$ cat config.mk
export PLATFORM = sky130hd
export DESIGN_NAME = load_store_unit
export DESIGN_NICKNAME = d
export VERILOG_FILES = /design/src/rtl/riscv_pkg.sv /design/src/rtl/lsu_timeout_ctr.sv /design/src/rtl/load_store_unit.sv
export SDC_FILE = /design/constraint.sdc
export NUM_CORES = 1
export LEC_CHECK = 0
export ABC_CLOCK_PERIOD_IN_PS = 5200
export BUFFER_PORTS_ARGS = -buffer_cell sky130_fd_sc_hd__buf_4
export CORE_MARGIN = 1.5
export CORE_UTILIZATION = 47
export CTS_BUF_LIST = sky130_fd_sc_hd__clkbuf_16
export CTS_CLUSTER_SIZE = 12
export DETAILED_ROUTE_END_ITERATION = 10
export HOLD_SLACK_MARGIN = 0.12
export PLACE_DENSITY_LB_ADDON = 0.05
export SLEW_MARGIN = 5
export SYNTH_ARGS = -nofsm -noshare
export SYNTH_HDL_FRONTEND = slang
export SYNTH_SLANG_ARGS = --single-unit
$ cat constraint.sdc
create_clock -name clk_i -period 5.2 [get_ports clk_i]
set_input_delay 1.3 -clock clk_i [delete_from_list [all_inputs] [get_ports clk_i]]
set_output_delay 1.3 -clock clk_i [all_outputs]
set_load 0.01 [all_outputs]
$ cat src/rtl/riscv_pkg.sv
// Shared types and constants for the core's bus-facing blocks.
package riscv_pkg;

  typedef enum logic [1:0] {
    LSU_IDLE,
    LSU_ADDR,
    LSU_WAIT,
    LSU_RESP
  } lsu_state_t;

  localparam int LSU_DEFAULT_TIMEOUT = 255;

  function automatic logic [31:0] word_align(input logic [31:0] addr);
    return addr & 32'hFFFF_FFFC;
  endfunction

endpackage

$ cat src/rtl/lsu_timeout_ctr.sv
// Clearable saturating cycle counter with a terminal flag at LIMIT-1.
// LIMIT = 0 disables the terminal flag entirely.
module lsu_timeout_ctr
  import riscv_pkg::*;
#(
  parameter int LIMIT = LSU_DEFAULT_TIMEOUT
) (
  input  logic clk,
  input  logic rst,
  input  logic clr,
  input  logic en,
  output logic term
);

  localparam int CW = (LIMIT > 0) ? $clog2(LIMIT + 1) : 1;
  localparam logic [CW-1:0] TERM_VAL = (LIMIT > 0) ? CW'(LIMIT - 1) : '0;

  logic [CW-1:0] count;

  always_ff @(posedge clk or posedge rst) begin
    if (rst) begin
      count <= '0;
    end else if (clr) begin
      count <= '0;
    end else if (en && (count != '1)) begin
      count <= count + CW'(1);
    end
  end

  assign term = (LIMIT > 0) && (count == TERM_VAL);

endmodule

$ cat src/rtl/load_store_unit.sv
// Single-outstanding bridge from the MEM1 LSU port to a pipelined Wishbone B4 master.
// Valid/ready: lsu_req_i is a one-cycle strobe accepted only in IDLE; lsu_req_done_o pulses once per accepted request.
module load_store_unit
  import riscv_pkg::*;
#(
  parameter int TIMEOUT_CYCLES = LSU_DEFAULT_TIMEOUT,
  parameter int ADDR_W         = 32
) (
  input  logic              clk_i,
  input  logic              rst_i,
  input  logic              lsu_req_i,
  input  logic [31:0]       lsu_addr_i,
  input  logic              lsu_we_i,
  input  logic [3:0]        lsu_wsel_byte_i,
  input  logic [31:0]       lsu_wdata_i,
  output logic [31:0]       lsu_rdata_o,
  output logic              lsu_req_done_o,
  output logic              lsu_err_o,
  output logic              wb_cyc_o,
  output logic              wb_stb_o,
  output logic              wb_we_o,
  output logic [ADDR_W-1:0] wb_adr_o,
  output logic [3:0]        wb_sel_o,
  output logic [31:0]       wb_dat_o,
  input  logic [31:0]       wb_dat_i,
  input  logic              wb_ack_i,
  input  logic              wb_err_i,
  input  logic              wb_stall_i
);

  lsu_state_t state;
  logic       tmo_term;
  logic       resp_seen;

  assign resp_seen = wb_ack_i || wb_err_i;

  lsu_timeout_ctr #(
    .LIMIT(TIMEOUT_CYCLES)
  ) u_timeout_ctr (
    .clk  (clk_i),
    .rst  (rst_i),
    .clr  ((state == LSU_IDLE) && lsu_req_i),
    .en   (state == LSU_WAIT),
    .term (tmo_term)
  );

  always_ff @(posedge clk_i or posedge rst_i) begin
    if (rst_i) begin
      state          <= LSU_IDLE;
      wb_cyc_o       <= 1'b0;
      wb_stb_o       <= 1'b0;
      wb_we_o        <= 1'b0;
      wb_adr_o       <= '0;
      wb_sel_o       <= 4'h0;
      wb_dat_o       <= 32'h0;
      lsu_req_done_o <= 1'b0;
      lsu_err_o      <= 1'b0;
      lsu_rdata_o    <= 32'h0;
    end else begin
      lsu_req_done_o <= 1'b0;
      lsu_err_o      <= 1'b0;
      case (state)
        LSU_IDLE: begin
          if (lsu_req_i) begin
            state    <= LSU_ADDR;
            wb_cyc_o <= 1'b1;
            wb_stb_o <= 1'b1;
            wb_we_o  <= lsu_we_i;
            wb_adr_o <= ADDR_W'(word_align(lsu_addr_i));
            // Loads always fetch the full word; MEM1 does lane extraction.
            wb_sel_o <= lsu_we_i ? lsu_wsel_byte_i : 4'hF;
            wb_dat_o <= lsu_wdata_i;
          end
        end
        LSU_ADDR, LSU_WAIT: begin
          if (resp_seen) begin
            state          <= LSU_RESP;
            wb_cyc_o       <= 1'b0;
            wb_stb_o       <= 1'b0;
            lsu_req_done_o <= 1'b1;
            lsu_err_o      <= wb_err_i;
            // Error beats ack in the same cycle, so the data is untrusted.
            if (wb_ack_i && !wb_err_i && !wb_we_o) begin
              lsu_rdata_o <= wb_dat_i;
            end
          end else if (state == LSU_ADDR) begin
            if (!wb_stall_i) begin
              state    <= LSU_WAIT;
              wb_stb_o <= 1'b0;
            end
          end else if (tmo_term) begin
            state          <= LSU_RESP;
            wb_cyc_o       <= 1'b0;
            lsu_req_done_o <= 1'b1;
            lsu_err_o      <= 1'b1;
          end
        end
        LSU_RESP: begin
          state <= LSU_IDLE;
        end
        default: begin
          state <= LSU_IDLE;
        end
      endcase
    end
  end

  req_only_in_idle: assert property (@(posedge clk_i) disable iff (rst_i)
    lsu_req_i |-> (state == LSU_IDLE));

endmodule

==> results of run 1 <==
-- through the flow --
| stage | cells | power, mW | utilization, % |
|---|---|---|---|
| 6_report | 796 | 4.16 | 72.8 |
| 3_3_place_gp | 764 | 3.02 | 66.6 |
| 3_5_place_dp | 764 | 3.08 | 66.6 |
| 5_1_grt | 796 | 4.45 | 72.8 |
| 4_1_cts | 796 | 4.22 | 72.8 |
| 2_1_floorplan | 447 | 2.28 | - |
-- kinds of logic after synthesis --
logic type / after synthesis
AOI/OAI and AO/OA: 26
other: 1
muxes: 34
DFF: 113
buffers and inverters: 35
xor gates and xnor gates: 2
adders and majority gates: 8
and+or+nand+nor: 227
-- where the power goes --
| group | switching [mW] | internal (mW) | leakage (nW) |
|---|---|---|---|
| sequential | 0.220 | 1.28 | 1.39 |
| clock | 0.377 | 0.739 | 0.283 |
| combinational | 0.735 | 0.809 | 1.95 |
| total | 1.33 | 2.83 | 3.63 |
-- area by class of cell --
class	count	share of cell area (%)
Tap cell	129	2.37
Multi-Input combinational cell	299	23.8
Clock buffer	17	6.24
Timing Repair Buffer	211	23.2
Clock inverter	15	2.22
Sequential cell	113	41.5
Inverter	12	0.697
-- metal layers --
layer  vias to the layer above  track usage (%)  wire [µm]
met2                       136             33.3       5170
met3                        11             7.59        901
met1                      1738             25.0       4370
met5                         -                0          0
met4                         0             8.01        129
li1                       1854                -          -
-- sequential cells by signal (all words and copies together), names as in the netlist, 2 cells and up --
name and count:
state 2, wb_adr_o 30, lsu_rdata_o 32, wb_dat_o 32, wb_sel_o 4, u_timeout_ctr.count 8
-- worst min-delay path by stage --
stage / endpoint / slack (ns) / depth (start not counted)
3_3_place_gp: wb_adr_o[3] / 0.46 / 2
2_1_floorplan: wb_adr_o[31] / 0.51 / 2
6_report: wb_adr_o[28] / 0.47 / 2
4_1_cts: wb_adr_o[28] / 0.48 / 2
3_5_place_dp: wb_dat_o[30] / 0.46 / 2
5_1_grt: wb_adr_o[14] / 0.49 / 2
-- worst max-delay path: stages --
cell     delay (ns)
buf_4          0.13
nand2_2        0.41
buf_4          0.47
o21ai_0        0.18
a31oi_1        0.16
-- cell usage in the layout, fill, tap and decap left out, types with 4 or more instances in the layout --
cell type / count
inv_1: 13
nand3_1: 7
dfrtp_1: 113
a31oi_1: 7
nor3_1: 4
ha_1: 8
o21ai_0: 5
mux2_2: 28
clkinv_2: 4
clkbuf_16: 17
nand2_1: 194
mux2_1: 4
nor2_1: 12
buf_4: 211
==> results.ini, run 1 <==
[critical_path]
rr_startpoint=state[1]
crit_path_start_kind=primary input
rr_endpoint=lsu_rdata_o[17]
worstPathArrival_ns=2.67
critPathCaptureType=flip-flop
ff2ff_path_depth=5
required_ns=5.51
crit_fanout=37
startpoint=lsu_req_i
crit_path_end=u_timeout_ctr.count[3]
r2r_slack_ns=3.06
criticalPathCategory=primary input to flip-flop

[logic_synthesis]
synth_cells=446
yosys.area_share.simple_pct=19.9
synth_most_common_cell=nand2_1
ys_warn_count=0
muxShareOfSynthArea_pct=8.37
synth_area_mm2=0.00460
synth_compound_area_share_pct=3.89
synth_area_leaders=dfrtp_1 61%, nand2_1 16%, mux2_2 6.8%, ha_1 2.2%, inv_1 0.98%
synth_top_area_cell=dfrtp_1
synth_cell_types=40
synthTopCellsByCount=195 x nand2_1, 113 x dfrtp_1, 28 x mux2_2, 12 x inv_1, 12 x nor2_1
synth_top_area_share_pct=61.4
synth-adder-area-share_pct=2.17
synth_top_family_by_area=simple AND/OR/NAND/NOR gates
async_flop_share_pct=100
dominantRegCellSynth=dfrtp_1
synth_xor_area_share_pct=0.380
syn_area_per_cell_um2=10.3
yosysSeqAreaShare_pct=61.4
synth-seq-cells=113
synth_edf_count=0

[global_routing]
grt_pass1_wl_um=16500
grt_start_max_net_pins=72
grt_pass1_vias=3522
antenna_found_initial=0
grt.total_usage_pct=20.5
grt_overflow=0

[clock_network]
cts_root_buf=clkbuf_16
numCtsBuffers=17
path_clk_slew_ns=0.05
cts_sinks=113
cts_buffer_depth=2
htreeDepth=4
clk_latency_ns=0.39
holdBufCountCts=0
cts_setup_buffers=0
cts_tree=built
cts_resized=0

[detailed_routing]
drt_iter0_drc=191
ant_nets=0
wl_per_cell_um=13.3
routed_wirelength_um=10600
firstDrtPassIters=4
via_count=3739
viasPerCell=4.70
drc=0

[floorplan]
die_h_um=102
placeableCoreArea_mm2=0.00937
dieArea_mm2=0.0104
ios=212
fp.dieW_um=102
initial_core_util_pct=49.1
rows=35

[sta]
rsz0062_at_grt=false
period_share_pct=45.3
hold_ws_ns=0.469
max_freq_mhz=424
relSlewSlack_pct=44.3
worst_slew_pin_slew_ns=0.835
fin_ws_ns=2.84
fin_setup_tns_ns=0
fin_skew_ns=0.00929
setup_viol=0
finalHoldViolCount=0
min_period_ns=2.36
drv_slew=0

[status]
status=finished, final reports clean

[pwr]
ir_drop_mv=0.337
power_density_mw_per_mm2=610
p_leak_nw=3.63

[cells_and_area]
final_area_mm2=0.00682
nets=769
regArea_mm2=0.00283
diodes=0
area_delta_synth_final_pct=48.1
fillerInstances=737
multi_input_area_mm2=0.00162
drive_gt1_share_pct=41.5

[place]
portBuffers=207
dp_hpwl_um=7360
pre_cts_ws_ns=2.43
place.gp.congestion=0.790
placed_cell_area_mm2=0.00624

[min_path]
hp-class=flip-flop to flip-flop
worstHoldStart=wb_adr_o[28]

[job]
drv_cap=0

No activity file was read; power rests on OpenSTA's default activity.
==> run 2, diff against run 1 <==
--- a/config.mk
+++ b/config.mk
@@ -5,10 +5,10 @@
 export SDC_FILE = /design/constraint.sdc
 export NUM_CORES = 1
 export LEC_CHECK = 0
-export ABC_CLOCK_PERIOD_IN_PS = 5200
+export ABC_CLOCK_PERIOD_IN_PS = 2100
 export BUFFER_PORTS_ARGS = -buffer_cell sky130_fd_sc_hd__buf_4
 export CORE_MARGIN = 1.5
-export CORE_UTILIZATION = 47
+export CORE_UTILIZATION = 42
 export CTS_BUF_LIST = sky130_fd_sc_hd__clkbuf_16
 export CTS_CLUSTER_SIZE = 12
 export DETAILED_ROUTE_END_ITERATION = 10
==> constraint.sdc (replaced) <==
create_clock -name clk_i -period 2.1 [get_ports clk_i]
set_input_delay 0.525 -clock clk_i [delete_from_list [all_inputs] [get_ports clk_i]]
set_output_delay 0.525 -clock clk_i [all_outputs]
set_load 0.01 [all_outputs]
==> results.ini, run 2 (synthesized netlist as in run 1, its figures left out) <==
[critical_path]
crit_chain=inv_1 > ha_1 > nor4bb_4 > buf_12 > mux2_2
critPathCaptureType=flip-flop
crit_path_start_kind=flip-flop
worstPathArrival_ns=2.12  ; -0.55 ns
crit_family=flip-flops
rr_endpoint=lsu_rdata_o[20]
ff2ff_path_depth=5  ; unchanged
required_ns=2.38  ; -3.13 ns
slowest_delay_ns=0.40  ; -0.07 ns
cp_slowest_cell=dfrtp_1
critPathBufInv=2  ; unchanged
r2r_slack_ns=0.26  ; -2.80 ns
rr_startpoint=state[0]
crit_fanout=32  ; -14%
criticalPathCategory=flip-flop to flip-flop

[sta]
min_period_ns=1.84
drv_slew=0  ; unchanged
setup_viol=0  ; unchanged
rsz0062_at_grt=false
relSlewSlack_pct=57.9  ; +14 points
fin_setup_tns_ns=0  ; unchanged
fin_skew_ns=0.00761  ; -0.00167 ns
max_freq_mhz=544
worst_slew_pin_slew_ns=0.632  ; -0.203 ns
period_share_pct=87.5
finalHoldViolCount=0  ; unchanged

[global_routing]
grt.total_usage_pct=18.9  ; -1.7 points
antenna_found_initial=0  ; unchanged
grt_pass1_wl_um=17000  ; +2.9%
grt_overflow=0  ; unchanged
grt_start_max_net_pins=114  ; +58%
grt_pass1_vias=3668  ; +4.1%

[detailed_routing]
dr_wl_met2_um=5250  ; +1.5%
via_count=3759  ; +0.53%
routed.top_layer=met4
wirelength_met1_um=4600  ; +5.3%
firstDrtPassIters=4  ; unchanged
wl_per_cell_um=13.3  ; +0.43%
drc=0  ; unchanged
viasPerCell=4.64  ; -1.2%
drt_iter0_drc=238  ; +25%
ant_nets=0  ; unchanged
routed_wirelength_um=10800  ; +2.2%
met3WireLength_um=872  ; -3.2%

[pwr]
p_leak_nw=3.69  ; +1.7%
ir_drop_mv=0.655  ; +94%
power_density_mw_per_mm2=1530  ; +150%
p_total_mw=10.7  ; +160%

[clock_network]
cts_setup_buffers=0  ; unchanged
numCtsBuffers=17  ; unchanged
holdBufCountCts=0  ; unchanged
clk_latency_ns=0.40  ; about the same
cts_sinks=113  ; unchanged
cts_buffer_depth=2  ; unchanged
htreeDepth=4  ; unchanged
cts_tree=built
cts_root_buf=clkbuf_16
cts_resized=0  ; unchanged
path_clk_slew_ns=0.05  ; about the same

[place]
dp_hpwl_um=7370  ; +0.19%
dpl.cell_count=778  ; +1.8%
portBuffers=207  ; unchanged
place.gp.congestion=0.773  ; -2.2%

[cells_and_area]
final_common_cell=buf_4
nets=772  ; +0.39%
area_delta_synth_final_pct=51.4
drive_gt1_share_pct=41.9  ; +0.41 points
reg.largest.list=lsu_rdata_o x32, wb_dat_o x32, wb_adr_o x30
mostFrequentLayoutCells=209 x buf_4, 194 x nand2_1, 113 x dfrtp_1
fin_cells=810  ; +1.8%
diodes=0  ; unchanged

[floorplan]
initial_core_util_pct=42.9  ; -6.3 points
ios=212  ; unchanged
die_h_um=108  ; +5.6%
placeableCoreArea_mm2=0.0107  ; +15%
rows=38  ; +8.6%
dieArea_mm2=0.0116  ; +12%
fp.dieW_um=108  ; +5.6%

[job]
drv_cap=0  ; unchanged

[min_path]
hp-class=primary input to asynchronous set/reset pin

[status]
status=finished, final reports clean

==> run 2: cell count changes in the layout (fill, tap and decap cells not counted) <==
cell / previous run / this run
bufinv_16: 3 / 5
inv_1: 13 / 14
clkinv_1: 3 / 1
inv_4: 1 / 0
buf_4: 211 / 209
buf_12: 0 / 5
==> run 2: worst max path at each step <==
stage / start / end / slack, ns / cells past startpoint
after floorplan: rst_i / lsu_err_o / 0.20 / 1
after global placement: state[1] / lsu_rdata_o[0] / 0.33 / 5
after detailed placement: state[0] / lsu_rdata_o[7] / 0.28 / 5
after CTS: state[0] / lsu_rdata_o[31] / 0.25 / 5
after global routing: state[0] / lsu_rdata_o[13] / 0.15 / 5
final: state[0] / lsu_rdata_o[20] / 0.26 / 5
==> run 2: final cells by class <==
class                      count  area, µm²
sequential                   113       2830
clock inverter                15        200
clock buffer                  17        425
tap                          140        175
fill                         890       3780
multi-input combinational    299       1620
inverter                      12       48.8
timing repair buffer         214       1670
==> run 2: report_power, final <==
| part | total [mW] | switching [mW] | internal [mW] |
|---|---|---|---|
| combinational | 3.90 | 1.82 | 2.08 |
| sequential | 3.73 | 0.559 | 3.17 |
| clock | 3.05 | 0.971 | 2.07 |
| total | 10.7 | 3.35 | 7.33 |
==> run 2: per-layer routing <==
layer	vias up	GRT usage [%]
met5	-	0
met4	0	6.11
met3	7	7.26
met2	142	30.6
met1	1763	23.1
li1	1847	-
==> run 2: worst min-delay path, cell delays in order <==
cell and delay, ns:
buf_4 0.12, clkinvlp_4 0.07, buf_12 0.41
==> run 2: through the flow <==
step	utilization [%]	instance area (µm²)	hold slack [ns]	setup WS, ns
6_report	64.9	6970	0.257	0.263
5_1_grt	64.9	6970	0.295	0.150
4_1_cts	64.9	6970	0.294	0.254
3_5_place_dp	59.0	6340	0.463	0.277
3_3_place_gp	59.0	6340	0.459	0.333
2_1_floorplan	-	4610	0.511	0.204
